===== config.mk =====
export PLATFORM = sky130hd
export DESIGN_NAME = reaction_timer
export DESIGN_NICKNAME = d
export VERILOG_FILES = /design/src/rtl/reaction_timer.sv
export SDC_FILE = /design/constraint.sdc
export NUM_CORES = 1
export LEC_CHECK = 0
export BUFFER_PORTS_ARGS = -buffer_cell sky130_fd_sc_hd__clkbuf_2
export CORE_MARGIN = 1.5
export CORE_UTILIZATION = 54
export DETAILED_ROUTE_END_ITERATION = 8
export PLACE_DENSITY_LB_ADDON = 0.2
export RECOVER_POWER = 50
export SLEW_MARGIN = 40
export SYNTH_ARGS = -nofsm -noshare
export SYNTH_HDL_FRONTEND = slang
export SYNTH_SLANG_ARGS = --single-unit
export TNS_END_PERCENT = 20

===== constraint.sdc =====
create_clock -name CLOCK_50 -period 1.8 [get_ports CLOCK_50]
set_input_delay 0.09 -clock CLOCK_50 [delete_from_list [all_inputs] [get_ports CLOCK_50]]
set_output_delay 0.09 -clock CLOCK_50 [all_outputs]
set_load 0.01 [all_outputs]

===== src/rtl/reaction_timer.sv =====
// Racer-side reaction timer: watches the tree's stage/green lights and the launch
// button, and reports a BCD reaction time in ms, a red-light foul, or a timeout.
module reaction_timer #(
    parameter int TICKS_PER_MS = 50000,
    parameter int MAX_MS       = 9999
) (
    input  logic        CLOCK_50,
    input  logic        reset,
    input  logic        SL,
    input  logic        G,
    input  logic        launch,
    input  logic        clear,
    output logic [15:0] time_bcd,
    output logic        valid,
    output logic        foul,
    output logic        timeout,
    output logic        busy
);

    localparam int TW = (TICKS_PER_MS > 2) ? $clog2(TICKS_PER_MS) : 1;
    localparam logic [TW-1:0] TICK_LAST = TW'(TICKS_PER_MS - 1);

    // MAX_MS expressed directly in BCD so the counter can be compared digit-wise
    localparam logic [15:0] MAX_BCD = {4'((MAX_MS / 1000) % 10), 4'((MAX_MS / 100) % 10),
                                       4'((MAX_MS / 10) % 10),   4'(MAX_MS % 10)};

    localparam logic [2:0] S_IDLE   = 3'd0;
    localparam logic [2:0] S_ARMED  = 3'd1;
    localparam logic [2:0] S_TIMING = 3'd2;
    localparam logic [2:0] S_DONE   = 3'd3;
    localparam logic [2:0] S_FOUL   = 3'd4;

    logic          launch_s1_q, launch_s2_q, launch_s3_q;
    logic          sl_q, g_q;
    logic          launch_rise, sl_rise, sl_fall, g_rise;

    logic [2:0]    state_q, state_d;
    logic [TW-1:0] tick_q, tick_d;
    logic [15:0]   bcd_q, bcd_d, bcd_inc;
    logic [15:0]   time_q, time_d;
    logic          valid_q, valid_d;
    logic          foul_q, foul_d;
    logic          timeout_q, timeout_d;
    logic          busy_q, busy_d;

    always_ff @(posedge CLOCK_50 or posedge reset) begin
        if (reset) begin
            launch_s1_q <= 1'b0;
            launch_s2_q <= 1'b0;
            launch_s3_q <= 1'b0;
            sl_q        <= 1'b0;
            g_q         <= 1'b0;
        end else begin
            launch_s1_q <= launch;
            launch_s2_q <= launch_s1_q;
            launch_s3_q <= launch_s2_q;
            sl_q        <= SL;
            g_q         <= G;
        end
    end

    assign launch_rise = launch_s2_q & ~launch_s3_q;
    assign sl_rise     = SL & ~sl_q;
    assign sl_fall     = ~SL & sl_q;
    assign g_rise      = G & ~g_q;

    // Decimal ripple increment: a digit at 9 wraps to 0 and carries onward
    always_comb begin
        logic carry;
        bcd_inc = bcd_q;
        carry   = 1'b1;
        for (int i = 0; i < 4; i++) begin
            if (carry) begin
                if (bcd_q[i*4 +: 4] == 4'd9) begin
                    bcd_inc[i*4 +: 4] = 4'd0;
                end else begin
                    bcd_inc[i*4 +: 4] = bcd_q[i*4 +: 4] + 4'd1;
                    carry             = 1'b0;
                end
            end
        end
    end

    always_comb begin
        state_d   = state_q;
        tick_d    = tick_q;
        bcd_d     = bcd_q;
        time_d    = time_q;
        valid_d   = valid_q;
        foul_d    = foul_q;
        timeout_d = timeout_q;
        case (state_q)
            S_IDLE: begin
                if (sl_rise) state_d = S_ARMED;
            end
            S_ARMED: begin
                if (g_rise && launch_rise) begin
                    state_d = S_DONE;
                    time_d  = 16'h0000;
                    valid_d = 1'b1;
                end else if (g_rise) begin
                    state_d = S_TIMING;
                    tick_d  = '0;
                    bcd_d   = 16'h0000;
                end else if (launch_rise) begin
                    state_d = S_FOUL;
                    time_d  = 16'h0000;
                    foul_d  = 1'b1;
                end else if (sl_fall) begin
                    state_d = S_IDLE;
                end
            end
            S_TIMING: begin
                // A launch on the cycle the limit is reached still counts as a real result
                if (launch_rise) begin
                    state_d = S_DONE;
                    time_d  = bcd_q;
                    valid_d = 1'b1;
                end else if (bcd_q == MAX_BCD) begin
                    state_d   = S_DONE;
                    time_d    = MAX_BCD;
                    valid_d   = 1'b1;
                    timeout_d = 1'b1;
                end else if (tick_q == TICK_LAST) begin
                    tick_d = '0;
                    bcd_d  = bcd_inc;
                end else begin
                    tick_d = tick_q + 1'b1;
                end
            end
            S_DONE, S_FOUL: begin
                if (clear) begin
                    state_d   = S_IDLE;
                    valid_d   = 1'b0;
                    foul_d    = 1'b0;
                    timeout_d = 1'b0;
                end
            end
            default: begin
                state_d   = S_IDLE;
                valid_d   = 1'b0;
                foul_d    = 1'b0;
                timeout_d = 1'b0;
            end
        endcase
        busy_d = (state_d == S_ARMED) || (state_d == S_TIMING);
    end

    always_ff @(posedge CLOCK_50 or posedge reset) begin
        if (reset) begin
            state_q   <= S_IDLE;
            tick_q    <= '0;
            bcd_q     <= 16'h0000;
            time_q    <= 16'h0000;
            valid_q   <= 1'b0;
            foul_q    <= 1'b0;
            timeout_q <= 1'b0;
            busy_q    <= 1'b0;
        end else begin
            state_q   <= state_d;
            tick_q    <= tick_d;
            bcd_q     <= bcd_d;
            time_q    <= time_d;
            valid_q   <= valid_d;
            foul_q    <= foul_d;
            timeout_q <= timeout_d;
            busy_q    <= busy_d;
        end
    end

    assign time_bcd = time_q;
    assign valid    = valid_q;
    assign foul     = foul_q;
    assign timeout  = timeout_q;
    assign busy     = busy_q;

endmodule


==> qor.yml <==
p_sw_mw: 1.96
synth_edf_count: 0
clockBufferDepth: 2
powerDensity_nw_per_um2: 1170
cp-end-kind: "register"
drt-total-wl_mm: 8.73
grt_max_degree: 61
clockRootBuffer: "clkbuf_8"
grt_pass1_wl_mm: 14.0
grt_pass1_vias: 3035
sw_frac_of_total_pct: 37.1
ir_drop_uv: 861
antenna_found_initial: 0
num_vias: 2992
die_w_um: 79.3
status: "finished, violations left"
r2r_cells: 6
dp.cells: 475
first_pass_iters: 4
nFillCells: 325
gp_congestion: 0.901
seqCellArea_sq_um: 1500
setup_viol: 45
placed_area_sq_um: 4000
synth_cell_types: 49
maxCapViolations: 0
timing.hold.ws_ns: 0.162
max_slew.worst_pin.slew_ns: 0.815
coreArea_sq_um: 5570
violations: "setup timing"
top_usage_layer: "met2"
synthFlopType: "dfrtp_1"
drcViolationCount: 0
fin_crit_sh_pct: 116
path_max_fanout: 5
syn_area_per_cell_sq_um: 9.93
numCtsBuffers: 9
cts.clk_slew.worst_paths_ns: 0.07
ant_nets: 0
synth-seq-cells: 60
synth_top_area_cell: "dfrtp_1"
synth_area_sq_um: 3150
grt_usage_pct: 29.3
crit_slowest_cell: "dfrtp_1"
overflow: 0
stdcell_count: 498
yosysMostFrequentCell: "dfrtp_1"
hold_class: "in -> reg"
stdcell_area_sq_um: 4490
fin_nets: 437
rsz0062_at_grt: "yes"
synthTopCellsByArea: "dfrtp_1 48%, a22o_1 5.3%, o21ai_0 4.1%"
synth_fp_nets: 332
use_met3_pct: 5.40
wl_per_cell_um: 17.5
hold_depth: 4
postSynthCellCount: 317
start_util_pct: 56.5
path_delay_family: "simple AND/OR/NAND/NOR gates"
drive_above_1_share_pct: 40.1
pwr-share-comb_pct: 44.3
grt_use_met1_pct: 36.4
p_int_mw: 3.32
crit_buf_inv: 0
slew_violations: 0
pre_cts_slack_ns: -0.224
tritoncts: "built"
cp-start-kind: "register"
critPathMaxStageDelay_ns: 0.40
clock-sinks: 60
clock.fmax_mhz: 481
clk_latency_ns: 0.36
p_total_mw: 5.28
routed_via_density: 6.01
cp_data_required_time_ns: 2.01
fin_crit_ns: 2.08
slew_headroom_pct: 45.7
die_area_sq_um: 6290
path_cells: "ha_2 -> and4b_1 -> and4_4 -> nor2_2 -> or3_4 -> o41ai_1"
p_clk_share_pct: 23.1
p_leak_nw: 2.20
cp.depth: 6
netlist_top_cells_count: "60 x dfrtp_1, 26 x o21ai_0, 23 x nor2_1"
ys_warn_count: 0
final-hold-violation-count: 0
multiInputGateArea_sq_um: 1820
clock_skew_ns: 0.00893
tns_ns: -3.90
antenna_cells: 0
arrival_ns: 2.29
ys_seq_area_share_pct: 47.7
io_buffer_count: 25
placementRows: 27
utilization_pct: 80.6
drt_iter0_markers: 233
fin_ws_ns: -0.281
critPathKind: "reg -> reg"
globalRouteMet2Util_pct: 49.8
seq_power_share_pct: 32.6
area_growth_pct: 42.7
cts_htree_levels: 3
async_flop_share_pct: 100
post-dp-hpwl_mm: 5.58
dieHeight_um: 79.3
synth_top_area_share_pct: 47.7
ios: 26
-- tightest hold or removal path, cell delays in order --
cell      delay [ns]
clkbuf_2        0.13
nor2_1          0.06
a21oi_1         0.14
nor2_1          0.06
-- final cells by class --
cell class,instances,share of cell area (%)
clock buffers,10,3.06
clock inverters,5,1.17
inverters,20,1.67
multi-input cells,223,40.4
flip-flops and latches,60,33.4
well taps,72,2.01
repair buffers,108,18.2
-- placed cells by master, fill, tap and decap left out, drive strengths merged, types with 3 or more instances in the layout --
| master | count |
|---|---|
| mux2i | 8 |
| clkbuf | 36 |
| nor2b | 7 |
| nor3 | 10 |
| dfrtp | 60 |
| nor2 | 23 |
| nand2b | 9 |
| a21oi | 10 |
| and3 | 5 |
| nand2 | 17 |
| o31ai | 5 |
| o41ai | 9 |
| a22o | 19 |
| nand3 | 16 |
| o21ai | 32 |
| o2bb2ai | 3 |
| nand3b | 4 |
| nor4 | 6 |
| dlygate4sd3 | 4 |
| mux2 | 4 |
| clkinv | 4 |
| buf | 78 |
| inv | 19 |
| a21o | 3 |
| ha | 9 |
-- metal layers --
layer / wire, um / share of wire, % / vias to the layer above
met5: 0 / 0 / -
met4: 121 / 1.4 / 0
met3: 353 / 4.0 / 13
met2: 4430 / 51 / 85
met1: 3830 / 44 / 1508
li1: - / - / 1386
-- registers in the layout, summed over array words and instances, names as in the netlist --
register,flops
g_q,1
state_q,3
launch_s2_q,1
time_bcd,16
foul,1
busy,1
timeout,1
valid,1
launch_s1_q,1
launch_s3_q,1
sl_q,1
bcd_q,16
tick_q,16
-- logic make-up after synthesis --
logic type,after synthesis,synth area share (%)
AO/OA/AOI/OAI,90,20.3
adder cells (fa/ha/maj),9,3.58
buffers and inverters,34,4.41
flip-flops,60,47.7
multiplexers,12,3.98
AND/OR/NAND/NOR,112,20.0
-- timing repair --
| item | 4_1_cts | 5_1_grt |
|---|---|---|
| pin swaps | 22 | 7 |
| hold buffers | 4 | 0 |
| cloned | 0 | 0 |
| buffers inserted | 4 | 0 |
| endpoints found under the setup margin | 49 | 50 |
| gates resized for setup | 33 | 25 |
| endpoints found under the hold margin | 63 | 0 |
-- worst paths after layout --
check                            start     endpoint  slack (ns)
max                          tick_q[0]    bcd_q[11]       -0.28
min                              clear   state_q[2]        0.16
max reg2reg                  tick_q[0]    bcd_q[11]       -0.28
min reg2reg                launch_s1_q  launch_s2_q        0.35
max in group asynchronous        reset    bcd_q[10]        0.75
min in group asynchronous        reset         foul        0.50
-- power by group through the flow --
stage,logic (mW),clock network (mW),registers [mW]
floorplan,1.01,0,1.79
global placement,1.88,0,1.72
detailed placement,1.93,0,1.73
CTS,2.13,1.21,1.70
global route,2.52,1.30,1.74
finish,2.34,1.22,1.72
(Power assumes the default switching activity.)
